**src/rtl/pokey_irq_core.sv**
```systemverilog
// POKEY interrupt controller core.
// Holds the IRQEN enable mask and the IRQST status register. It drives the CPU
// IRQ line and pulses overrun flags for the keyboard and serial-input sources.
// State advances on phase-1 (enp) edges. Dr/IRQ are re-registered on phase-2
// (enn) edges, so the CPU sees a change half a slow cycle after the sample.
module pokey_irq_core (
  input  logic       clk,
  input  logic       reset_n,
  input  logic       enn,
  input  logic       enp,
  input  logic       IRQEN,
  input  logic [7:0] Dw,
  input  logic       setBreak,
  input  logic       setKey,
  input  logic       setSdiCompl,
  input  logic       setSdoCompl,
  input  logic       sdoFinish,
  input  logic       Timer4,
  input  logic       Timer2,
  input  logic       Timer1,
  output logic       IRQ,
  output logic [7:0] Dr,
  output logic       keyOvrun,
  output logic       sdiOvrun
);

  // Bit 3 (serial output finished) is a live level, not a latched flag.
  localparam logic [7:0] LATCH_MASK = 8'hF7;

  logic [7:0] r_en;
  logic [7:0] r_stat;
  logic [7:0] r_dr;
  logic       r_irq;
  logic       r_key_ovrun;
  logic       r_sdi_ovrun;

  logic [7:0] w_events;
  logic [7:0] w_en_next;
  logic [7:0] w_stat_wr;
  logic [7:0] w_stat_next;
  logic       w_key_ovr;
  logic       w_sdi_ovr;
  logic       w_st3;
  logic [7:0] w_view;

  assign w_events = {setBreak, setKey, setSdiCompl, setSdoCompl,
                     1'b0, Timer4, Timer2, Timer1};

  // Next enable mask and status: apply the IRQEN write first, then the events.
  always_comb begin
    w_en_next = r_en;
    w_stat_wr = r_stat;
    if (IRQEN) begin
      w_en_next = Dw;
      w_stat_wr = r_stat | (~Dw & LATCH_MASK);
    end else begin
      w_en_next = r_en;
      w_stat_wr = r_stat;
    end
    // An event only marks a pending bit when that source is enabled.
    // Bit 3 is forced to 1 because it is not stored.
    w_stat_next = (w_stat_wr & ~(w_events & w_en_next)) | ~LATCH_MASK;
    // Overrun: a fresh event arrives while the bit is still pending after the write.
    w_key_ovr   = setKey      & w_en_next[6] & ~w_stat_wr[6];
    w_sdi_ovr   = setSdiCompl & w_en_next[5] & ~w_stat_wr[5];
  end

  assign w_st3  = sdoFinish | ~r_en[3];
  assign w_view = {r_stat[7:4], w_st3, r_stat[2:0]};

  // Enable mask, status and overrun pulses advance on phase-1 edges.
  always_ff @(posedge clk or negedge reset_n) begin
    if (!reset_n) begin
      r_en        <= 8'h00;
      r_stat      <= 8'hFF;
      r_key_ovrun <= 1'b0;
      r_sdi_ovrun <= 1'b0;
    end else if (enp) begin
      r_en        <= w_en_next;
      r_stat      <= w_stat_next;
      r_key_ovrun <= w_key_ovr;
      r_sdi_ovrun <= w_sdi_ovr;
    end else begin
      r_en        <= r_en;
      r_stat      <= r_stat;
      r_key_ovrun <= r_key_ovrun;
      r_sdi_ovrun <= r_sdi_ovrun;
    end
  end

  // IRQST read data and the IRQ line are refreshed on phase-2 edges.
  always_ff @(posedge clk or negedge reset_n) begin
    if (!reset_n) begin
      r_dr  <= 8'hFF;
      r_irq <= 1'b0;
    end else if (enn) begin
      r_dr  <= w_view;
      r_irq <= ~(&w_view);
    end else begin
      r_dr  <= r_dr;
      r_irq <= r_irq;
    end
  end

  assign Dr       = r_dr;
  assign IRQ      = r_irq;
  assign keyOvrun = r_key_ovrun;
  assign sdiOvrun = r_sdi_ovrun;

endmodule

```
**config.mk**
```make
export PLATFORM = sky130hd
export DESIGN_NAME = pokey_irq_core
export DESIGN_NICKNAME = d
export VERILOG_FILES = /design/src/rtl/pokey_irq_core.sv
export SDC_FILE = /design/constraint.sdc
export NUM_CORES = 1
export LEC_CHECK = 0
export BUFFER_PORTS_ARGS = -buffer_cell sky130_fd_sc_hd__buf_4
export CAP_MARGIN = 20
export CORE_MARGIN = 10
export CORE_UTILIZATION = 35
export CTS_CLUSTER_DIAMETER = 30
export DETAILED_ROUTE_END_ITERATION = 12
export MAX_ROUTING_LAYER = met4
export PLACE_DENSITY = 0.63
export SLEW_MARGIN = 5
export SYNTH_ARGS = -nofsm -noshare
export SYNTH_HDL_FRONTEND = slang
export SYNTH_SLANG_ARGS = --single-unit
```
**constraint.sdc**
```tcl
create_clock -name clk -period 1.3 [get_ports clk]
set_input_delay 0.065 -clock clk [delete_from_list [all_inputs] [get_ports clk]]
set_output_delay 0.065 -clock clk [all_outputs]
set_load 0.03 [all_outputs]
```
==> run_results.csv <==
group,metric,value,unit
outcome,status,"finished, final reports clean",
timing,rsz0062_at_grt,"false",
layout,syn_to_final_growth,39.0,%
routing,vias,772,
routing,drcViolationCount,0,
synth,synthCells,74,
timing,max_slew_margin,0.788,
setup_path,reg2regPathDepth,2,
layout,drive_above_1_share,0.576,
placement,portBuffers,31,
placement,dp_hpwl,1.89,mm
setup_path,required,1.24,ns
pwr,internal_power,1.59,mW
timing,fin_crit,1.11,ns
timing,hold_violations,0,
timing,timing.final.crit_share,0.852,
global_routing,grt_max_degree,27,
clocking,cts_buffers,3,
setup_path,arrival,1.04,ns
layout,fillers,305,
flow_run,max_cap_viol_count,0,
timing,finalSetupViolations,0,
hold_path,hold_path.class,"in -> reg",
global_routing,grt_pass1_wl,4.08,mm
routing,drtIter0Drc,12,
setup_path,slowest_stage,"dfstp_2",
setup_path,r2r_start,"r_stat[7]",
synth,yosysWarningCount,0,
pwr,p_total,2.17,mW
setup_path,cp.buffers_inverters,1,
global_routing,grt_pass1_vias,817,
floorplanning,io_pins,32,
routing,wl,2.57,mm
clocking,cts_max_level,1,
clocking,cts_tree,"built",
setup_path,cp_top_family,"flip-flops",
pwr,p_leak,0.691,nW
synth,synth_area_leader_cell,"dfstp_2",
layout,diodes,0,
clocking,clk_pin_slew,0.13,ns
setup_path,start_kind,"flip-flop",
synth,netlist.area_leader.share,0.351,
synth,synth.distinct_cells,18,
timing,tightest_slew,0.317,ns
global_routing,grt_remaining_overflow,0,
setup_path,worst_setup_path_end_kind,"output pin",
routing,postRouteAntennaNets,0,
layout,multi_input_area,413,sq um
pwr,seqPwrFrac,0.503,
floorplanning,dieArea,0.00587,sq mm
pwr,p_comb_frac,0.248,
pwr,netSwitchingPower,0.579,mW
synth,synth-seq-cells,26,
synth,yosysSeqAreaShare,0.596,
setup_path,path_class,"reg -> out",
routing,dr.pass1.iters,3,
global_routing,antenna_found_initial,0,
synth,avgSynthCellArea,15.2,sq um
routing,post_drt_wl_per_cell,15.8,um
timing,fin_skew,0.00235,ns
clocking,cts_root_buf,"clkbuf_4",
setup_path,crit_fanout,2,
floorplanning,row_count,20,
clocking,cts_buffer_depth,2,
clocking,clock_latency,0.32,ns
synth,netlist_area,0.00112,sq mm
floorplanning,core_area,0.00305,sq mm
layout,num-nets-final,140,
clocking,clock_sinks,26,
timing,slew_viol_final,0,
timing,max_freq,0.903,GHz
pwr,sw_frac_of_total,0.267,
global_routing,grt_usage,0.0867,
timing,fin_tns_setup,0,ns
placement,gp_congestion,0.721,
floorplanning,fp.dieW,76.6,um
setup_path,reg2reg_slack,0.20,ns
floorplanning,start_util,0.368,
routing,vias_per_cell,4.77,
setup_path,cp_slowest_stage_delay,0.57,ns
pwr,irDropWorstVdd,0.000440,V
clocking,cts_resized,0,
hold_path,hp-start,"Timer2",
synth,syn-num-nets,95,
pwr,powerDensity,1390,mW/mm^2
layout,seq_area,669,sq um
floorplanning,die_y,76.6,um
hold_path,min_to,"r_stat[1]",
setup_path,reg2reg_to,"IRQ",
pwr,clkPwrFrac,0.250,
hold_path,hold-path-cell-count,3,
setup_path,crit_chain,"buf_4",
synth,ys_top_cells_by_area,"dfstp_2 35%, dfrtp_1 25%, mux2_2 10%",
==> cells in the mapped netlist <==
cell type and count:
a21oi_1 1, a32oi_1 2, a41o_1 2, buf_2 2, buf_6 2, dfrtp_1 11, dfstp_2 15, inv_1 2
mux2_2 10, mux2_4 7, nand2_4 1, nand3b_1 2, nand4_1 2, nor2_1 1, nor2b_1 3, o211ai_1 5
o2bb2ai_1 5, o32a_1 1
==> power by group through the flow <==
stage	Clock, mW	Combinational, mW	Sequential [mW]
after floorplan	0	0.200	1.21
after global placement	0	0.510	1.10
after detailed placement	0	0.515	1.11
after CTS	0.553	0.547	1.09
after global routing	0.586	0.575	1.11
final	0.543	0.538	1.09
==> stage by stage <==
stage               setup slack (ns)  cell area (sq um)  utilization  hold WS, ns  cells
detailed placement             0.222               1380        0.451      -0.0154    145
global placement               0.240               1380        0.451     -0.00982    145
global route                   0.150               1560        0.511      0.00162    162
finish                         0.193               1560        0.511      0.00529    162
floorplan                      0.268               1120            -       -0.231     74
CTS                            0.183               1550        0.508     0.000993    161
==> worst max-delay path by stage <==
stage	start	to	slack [ns]	depth (start not counted)
4_1_cts	Dr[5]	Dr[5]	0.18	1
3_3_place_gp	r_stat[7]	IRQ	0.24	2
2_1_floorplan	r_stat[7]	IRQ	0.27	2
5_1_grt	Dr[5]	Dr[5]	0.15	1
3_5_place_dp	r_stat[7]	IRQ	0.22	2
6_report	Dr[5]	Dr[5]	0.19	1
==> state kept, by name, summed over array words and instances (netlist names) <==
signal    count
Dr            8
sdiOvrun      1
IRQ           1
keyOvrun      1
r_en          8
r_stat        7
==> metal layers <==
metal  wire length (um)  vias up  GRT usage
met1               1140      378     0.0935
met2               1290       19      0.150
li1                   -      370          -
met4                 48        0     0.0390
met5                  0        -          -
met3                 87        5     0.0177
==> placed cells by master, fill, tap and decap left out <==
master,Yosys,layout
a21oi_1,1,1
a32oi_1,2,2
a41o_1,2,2
buf_4,0,31
bufinv_16,0,1
clkbuf_4,0,3
dfrtp_1,11,11
dfstp_2,15,15
dlygate4sd3_1,0,13
inv_1,2,2
mux2_2,10,10
mux2_4,7,7
nand2_4,1,1
nand3b_1,2,2
nand4_1,2,2
nor2_1,1,1
nor2b_1,3,3
o211ai_1,5,5
o2bb2ai_1,5,5
o32a_1,1,1
==> cell families (layout without fill, tap and decap cells) <==
group	after synthesis	in the layout	share of synthesized area
compound gates	16	16	0.119
buf+inv	6	50	0.0357
flops	26	26	0.596
mux	17	17	0.194
simple gates	9	9	0.0546
==> layout make-up <==
cell class,count,area share
Sequential cell,26,0.429
Multi-Input combinational cell,42,0.265
Timing Repair Buffer,44,0.233
Tap cell,44,0.0353
Clock inverter,1,0.0192
Clock buffer,3,0.0144
Inverter,2,0.00481
==> timing repair <==
item,4_1_cts,5_1_grt
hold endpoints to repair,42,1
setup buffers,0,0
hold buffers,12,1
(Power assumes the default switching activity.)
